File: config.mk
export PLATFORM = sky130hd
export DESIGN_NAME = dram_req_sequencer
export DESIGN_NICKNAME = d
export VERILOG_FILES = /design/src/rtl/dram_req_seq_pkg.sv /design/src/rtl/dram_rsp_collector.sv /design/src/rtl/dram_req_sequencer.sv
export SDC_FILE = /design/constraint.sdc
export NUM_CORES = 1
export LEC_CHECK = 0
export BUFFER_PORTS_ARGS = -buffer_cell sky130_fd_sc_hd__buf_4
export CORE_AREA = 2 2 359 361
export CTS_CLUSTER_SIZE = 14
export DETAILED_ROUTE_END_ITERATION = 10
export DIE_AREA = 0 0 361 363
export PLACE_DENSITY = 0.43
export SLEW_MARGIN = 10
export SYNTH_ARGS = -nofsm -noshare
export SYNTH_HDL_FRONTEND = slang
export SYNTH_SLANG_ARGS = --single-unit
File: constraint.sdc
create_clock -name clk -period 3.9 [get_ports clk]
set_input_delay 0 -clock clk [delete_from_list [all_inputs] [get_ports clk]]
set_output_delay 0 -clock clk [all_outputs]
set_load 0.01 [all_outputs]
File: src/rtl/dram_req_seq_pkg.sv
// Shared types and constants for the DDR2 request sequencer and its
// read-return collector.
package dram_req_seq_pkg;

   typedef enum logic [1:0] {
      IDLE  = 2'd0,
      WDATA = 2'd1,
      ADDR  = 2'd2
   } seq_state_t;

   localparam int DEF_ADDR_W      = 28;
   localparam int DEF_BEAT_W      = 144;
   localparam int DEF_BEATS       = 2;
   localparam int DEF_MAX_RD      = 4;
   localparam int DEF_WDOG_CYCLES = 4096;

   // Outstanding-read counter; 4 bits covers MAX_RD up to 15.
   localparam int CNT_W  = 4;
   localparam int WDOG_W = 16;

   // Width of a beat index for a line of 'beats' beats (at least one bit).
   function automatic int beat_idx_w(input int beats);
      return (beats > 1) ? $clog2(beats) : 1;
   endfunction

endpackage

File: src/rtl/dram_rsp_collector.sv
// Read-return path: pops beats from the controller read buffer, assembles
// them into a whole line and presents it on the rsp valid/ready handshake.
// rsp_fire pulses for one cycle on each accepted response.
import dram_req_seq_pkg::*;

module dram_rsp_collector #(
   parameter int BEAT_W = DEF_BEAT_W,
   parameter int BEATS  = DEF_BEATS
) (
   input  logic                    clk,
   input  logic                    rstn,
   input  logic [BEAT_W-1:0]       rb_data,
   input  logic                    rb_empty,
   output logic                    rb_read,
   output logic                    rsp_valid,
   input  logic                    rsp_ready,
   output logic [BEATS*BEAT_W-1:0] rsp_rdata,
   output logic                    rsp_fire
);

   localparam int BIDX_W = beat_idx_w(BEATS);
   localparam int LINE_W = BEATS*BEAT_W;

   logic [BIDX_W-1:0] rcv_idx_q, rcv_idx_d;
   logic              line_full_q, line_full_d;
   logic [LINE_W-1:0] line_q, line_d;

   // Pop while the line buffer has room; a full line blocks further pops
   // until the client takes it, so rsp_ready never reaches rb_read.
   always_comb begin
      rcv_idx_d   = rcv_idx_q;
      line_full_d = line_full_q;
      line_d      = line_q;
      rb_read     = !rb_empty && !line_full_q;
      rsp_valid   = line_full_q;
      rsp_fire    = line_full_q && rsp_ready;
      if (rb_read) begin
         line_d[rcv_idx_q*BEAT_W +: BEAT_W] = rb_data;
         if (rcv_idx_q == BIDX_W'(BEATS-1)) begin
            rcv_idx_d   = '0;
            line_full_d = 1'b1;
         end else begin
            rcv_idx_d = rcv_idx_q + 1'b1;
         end
      end
      if (rsp_fire) begin
         line_full_d = 1'b0;
      end
   end

   // Collector state registers.
   always_ff @(posedge clk or negedge rstn) begin
      if (!rstn) begin
         rcv_idx_q   <= '0;
         line_full_q <= 1'b0;
         line_q      <= '0;
      end else begin
         rcv_idx_q   <= rcv_idx_d;
         line_full_q <= line_full_d;
         line_q      <= line_d;
      end
   end

   assign rsp_rdata = line_q;

endmodule

File: src/rtl/dram_req_sequencer.sv
// Line-granular client to BEE3 DDR2 FIFO user interface adapter.
// Writes: all beats into WB, then one AF command. Reads: one AF command,
// bounded by an outstanding-read credit count.
// Optional build macro DRAM_REQ_SEQ_WDOG_EN adds a sticky stalled-read
// watchdog; without it wdog_err is tied low.
//
// state | meaning
// IDLE  | ready for a new line request (when read credits remain)
// WDATA | pushing latched write beats into the write buffer
// ADDR  | issuing the address-FIFO command for the latched request
import dram_req_seq_pkg::*;

module dram_req_sequencer #(
   parameter int ADDR_W      = DEF_ADDR_W,
   parameter int BEAT_W      = DEF_BEAT_W,
   parameter int BEATS       = DEF_BEATS,
   parameter int MAX_RD      = DEF_MAX_RD,
   parameter int WDOG_CYCLES = DEF_WDOG_CYCLES
) (
   input  logic                    clk,
   input  logic                    rstn,
   input  logic                    req_valid,
   output logic                    req_ready,
   input  logic                    req_read,
   input  logic [ADDR_W-1:0]       req_addr,
   input  logic [BEATS*BEAT_W-1:0] req_wdata,
   output logic                    rsp_valid,
   input  logic                    rsp_ready,
   output logic [BEATS*BEAT_W-1:0] rsp_rdata,
   output logic [ADDR_W-1:0]       af_addr,
   output logic                    af_read,
   output logic                    af_write,
   input  logic                    af_full,
   output logic [BEAT_W-1:0]       wb_data,
   output logic                    wb_write,
   input  logic                    wb_full,
   input  logic [BEAT_W-1:0]       rb_data,
   output logic                    rb_read,
   input  logic                    rb_empty,
   output logic                    wdog_err
);

   localparam int BIDX_W = beat_idx_w(BEATS);
   localparam int LINE_W = BEATS*BEAT_W;

   seq_state_t        state_q, state_d;
   logic [BIDX_W-1:0] beat_idx_q, beat_idx_d;
   logic [ADDR_W-1:0] addr_q, addr_d;
   logic              read_q, read_d;
   logic [LINE_W-1:0] wdata_q, wdata_d;
   logic [CNT_W-1:0]  rd_cnt_q, rd_cnt_d;
   logic              rsp_fire;
   logic              rd_issue;

   // Next-state and strobe decode; strobes depend only on state and FIFO flags.
   always_comb begin
      state_d    = state_q;
      beat_idx_d = beat_idx_q;
      addr_d     = addr_q;
      read_d     = read_q;
      wdata_d    = wdata_q;
      req_ready  = 1'b0;
      wb_write   = 1'b0;
      af_write   = 1'b0;
      af_read    = 1'b0;
      case (state_q)
         IDLE: begin
            req_ready = (rd_cnt_q < CNT_W'(MAX_RD));
            if (req_valid && req_ready) begin
               addr_d     = req_addr;
               read_d     = req_read;
               wdata_d    = req_wdata;
               beat_idx_d = '0;
               state_d    = req_read ? ADDR : WDATA;
            end
         end
         WDATA: begin
            wb_write = !wb_full;
            if (wb_write) begin
               if (beat_idx_q == BIDX_W'(BEATS-1)) begin
                  state_d = ADDR;
               end else begin
                  beat_idx_d = beat_idx_q + 1'b1;
               end
            end
         end
         ADDR: begin
            af_write = !af_full;
            af_read  = read_q;
            if (af_write) begin
               state_d = IDLE;
            end
         end
         default: state_d = IDLE;
      endcase
   end

   assign wb_data  = wdata_q[beat_idx_q*BEAT_W +: BEAT_W];
   assign af_addr  = addr_q;
   assign rd_issue = af_write && af_read;

   // Outstanding-read credits: issue and return in the same cycle cancel.
   always_comb begin
      rd_cnt_d = rd_cnt_q;
      if (rd_issue && !rsp_fire) begin
         rd_cnt_d = rd_cnt_q + 1'b1;
      end else if (!rd_issue && rsp_fire) begin
         rd_cnt_d = rd_cnt_q - 1'b1;
      end
   end

   // Sequencer state registers.
   always_ff @(posedge clk or negedge rstn) begin
      if (!rstn) begin
         state_q    <= IDLE;
         beat_idx_q <= '0;
         addr_q     <= '0;
         read_q     <= 1'b0;
         wdata_q    <= '0;
         rd_cnt_q   <= '0;
      end else begin
         state_q    <= state_d;
         beat_idx_q <= beat_idx_d;
         addr_q     <= addr_d;
         read_q     <= read_d;
         wdata_q    <= wdata_d;
         rd_cnt_q   <= rd_cnt_d;
      end
   end

   dram_rsp_collector #(
      .BEAT_W (BEAT_W),
      .BEATS  (BEATS)
   ) u_rsp_collector (
      .clk       (clk),
      .rstn      (rstn),
      .rb_data   (rb_data),
      .rb_empty  (rb_empty),
      .rb_read   (rb_read),
      .rsp_valid (rsp_valid),
      .rsp_ready (rsp_ready),
      .rsp_rdata (rsp_rdata),
      .rsp_fire  (rsp_fire)
   );

`ifdef DRAM_REQ_SEQ_WDOG_EN
   logic [WDOG_W-1:0] wdog_cnt_q, wdog_cnt_d;
   logic              wdog_err_q, wdog_err_d;

   // Count cycles with reads outstanding but no beat returning; latch on limit.
   always_comb begin
      wdog_cnt_d = wdog_cnt_q;
      wdog_err_d = wdog_err_q;
      if ((rd_cnt_q == '0) || rb_read) begin
         wdog_cnt_d = '0;
      end else if (wdog_cnt_q != '1) begin
         wdog_cnt_d = wdog_cnt_q + 1'b1;
      end
      if (wdog_cnt_d == WDOG_W'(WDOG_CYCLES)) begin
         wdog_err_d = 1'b1;
      end
   end

   // Watchdog registers.
   always_ff @(posedge clk or negedge rstn) begin
      if (!rstn) begin
         wdog_cnt_q <= '0;
         wdog_err_q <= 1'b0;
      end else begin
         wdog_cnt_q <= wdog_cnt_d;
         wdog_err_q <= wdog_err_d;
      end
   end

   assign wdog_err = wdog_err_q;
`else
   assign wdog_err = 1'b0;
`endif

endmodule

==> run summary <==
RePlAce Congestion -> 0.813
synth unique cells -> 36
first-pass GRT wire length -> 132 mm
Worst Hold Class -> input pin to asynchronous set/reset pin
sequential share of the synthesized area -> 0.613
Area Growth Syn to Fin -> 65.1%
post-synthesis register bit count -> 614
clk sink count -> 614
H-tree Lvls -> 3
grt total ovfl -> 0
synthesized area -> 0.0251 mm^2
Final TNS setup -> 0 ps
met2 WL -> 46.2 mm
maximum clock frequency -> 0.395 GHz
total routed wirelength -> 90.3 mm
max_cap viols -> 0
Syn Area/Cell -> 16.8 um^2
most common cell in the netlist -> mux2_2
RSZ-0062 raised after global routing -> false
Top Metal Used -> met5
Post-Syn Nets -> 1,967
critical path arrival -> 2530 ps
Initial Util -> 0.197
Mapped Cells -> 1,495
Hold Vio Cnt, Final -> 0
static leakage -> 18.8 nW
Yosys top cell by area -> dfrtp_1
CP required -> 3900 ps
Critical Setup Path Class -> register to primary output
Die H -> 363 um
Num CTS Buffers -> 77
Top FF cell, synth -> dfrtp_1
Post-synth EDFFs -> 0
Detailed Place HPWL -> 66.1 mm
CTS tree -> done
Setup Viol. Count Final -> 0
total iterations of the first detailed-routing run -> 4
Worst-Margin Slew -> 1120 ps
top post-synthesis cells by count -> mux2_2, dfrtp_1, mux2_4
Max clock buf depth -> 3
PD cells -> 836 mW/mm^2
final std cells w/o fill -> 4,639
ANT nets after route -> 0
largest cells by area after synthesis -> dfrtp_1, mux2_2, mux2_4
kind of end point of the critical path -> primary output
Synth top area share -> 0.613
Clk Latency, worst-skew pair -> 670 ps
Worst path top cell family by delay -> flip-flops
area of the multi-input gates -> 0.00916 mm^2
die area -> 0.131 mm^2
Setup Skew -> 48.9 ps
clock period minus worst slack -> 2530 ps
final period utilization -> 0.649
Synth warnings -> 0
IO buf count -> 933
share of cells above drive strength 1 -> 0.617
Via Count -> 18,100
vias in the first global route -> 20,400
Startpoint Class -> register
FF/Latch Area -> 0.0154 mm^2
worst rel slew slack -> 0.256
Root Buffer Master -> clkbuf_16
post-cts sizing count -> 0
placed cell count -> 4,027
WL met1 -> 34.3 mm
drt first-iter violations -> 633
worst-path cell chain -> buf_12 > mux2_2 > buf_4
status -> finished clean
max incr delay on CP -> 730 ps
Tot GR Track Use -> 0.134
Critical Path Fanout Max -> 74
met3 routed wirelength -> 6.37 mm
routed length per instance -> 19.5 um
io pins -> 935
antenna violations before repair -> 10
cell row count -> 131
Worst IR Drop VDD -> 0.535 mV
Synth async-reset ratio -> 1.00
nets -> 3,386
Fillers -> 12,600
Vias/cell -> 3.90
DRC -> 0
largest net degree at the start of global routing -> 145
Crit path buffers/inverters -> 2
slowest CP cell -> dfrtp_4
Worst-path clk slew -> 60 ps
Die X -> 361 um
Slew Limit Fails -> 0
core area -> 0.127 mm^2
metal layers:
layer / vias to the layer above / track usage
li1: 8178 / -
met1: 9140 / 0.147
met2: 610 / 0.236
met3: 148 / 0.0416
met4: 10 / 0.0589
met5: - / 0
sequential cells by signal, summed over array words and instances (netlist names), 2 cells and up:
signal,flops
af_addr,28
state_q,2
u_rsp_collector.rsp_rdata,288
rd_cnt_q,4
wdata_q,288
worst min-delay path: stages:
cell and delay (ps):
dlygate4sd3_1 560, buf_8 270, buf_16 300
final cells by class:
type	count	area share
diodes	5	0.000302
clock buffers	113	0.0556
clock inverters	24	0.00932
inverters	3	0.000272
multi-input cells	794	0.221
flip-flops and latches	614	0.371
well taps	1662	0.0503
repair buffers	1424	0.291
cell usage in the layout (no fill, tap or decap), drive strengths merged, types with 2 or more instances in the layout:
cell / instances
a21o: 2
a21oi: 3
buf: 955
bufinv: 4
clkbuf: 113
clkinv: 15
clkinvlp: 4
dfrtp: 614
diode: 5
dlygate4sd3: 469
ha: 3
inv: 4
mux2: 750
nand2: 5
nand3: 2
nor2: 2
nor2b: 2
nor3: 2
nor3b: 3
o211ai: 2
o21ai: 3
xnor2: 2
worst paths after layout:
| path | from | endpoint | slack [ps] | cells past startpoint |
|---|---|---|---|---|
| max in group asynchronous | rstn | u_rsp_collector.rsp_rdata[211]$_DFFE_PN0P_ | 3140 | 4 |
| setup / recovery | beat_idx_q$_DFFE_PN0P_ | wb_data[29] | 1370 | 3 |
| hold / removal | rstn | wdata_q[265]$_DFFE_PN0P_ | 70 | 3 |
| min in group clk | rb_data[63] | u_rsp_collector.rsp_rdata[63]$_DFFE_PN0P_ | 100 | 3 |
| setup reg to reg | u_rsp_collector.rsp_valid$_DFFE_PN0P_ | u_rsp_collector.rsp_rdata[211]$_DFFE_PN0P_ | 1390 | 4 |
| hold reg to reg | u_rsp_collector.rsp_rdata[281]$_DFFE_PN0P_ | u_rsp_collector.rsp_rdata[281]$_DFFE_PN0P_ | 490 | 1 |
timing repair:
item / CTS / global route
endpoints found under the hold margin: 1188 / 0
buffers inserted: 0 / 0
hold buffers: 470 / 0
report_power, final:
group          total [mW]  leakage (nW)  switching, mW  internal [mW]
logic                15.6          10.3           6.49           9.08
clock network        7.42          1.30           3.02           4.41
registers            11.6          7.24           1.91           9.70
total                34.6          18.8           11.4           23.2
kinds of logic (layout without fill, tap and decap cells):
| kind of cell | Yosys count | count (layout) | share of synthesized area |
|---|---|---|---|
| multiplexers | 751 | 751 | 0.352 |
| flip-flops | 614 | 614 | 0.613 |
| buffers and inverters | 87 | 1564 | 0.0219 |
| AND/OR/NAND/NOR | 23 | 23 | 0.00569 |
| AO/OA/AOI/OAI | 12 | 12 | 0.00315 |
| adder cells (fa/ha/maj) | 4 | 4 | 0.00230 |
| XOR/XNOR | 3 | 3 | 0.00105 |
| other | 1 | 6 | 0.000150 |
per-stage QoR:
stage                      util  cell area, um^2  setup WS [ps]  power [mW]  hold WS [ps]
after floorplan               -            25100           1600        19.5          -296
after global placement    0.267            33900           1440        26.7          38.3
after detailed placement  0.267            33900           1320        27.1          46.8
after CTS                 0.326            41400           1240        35.2          8.19
after global routing      0.326            41400           1180        36.6          37.6
final                     0.326            41400           1370        34.6          71.0
Note: power is estimated with default switching activity, not from simulation.
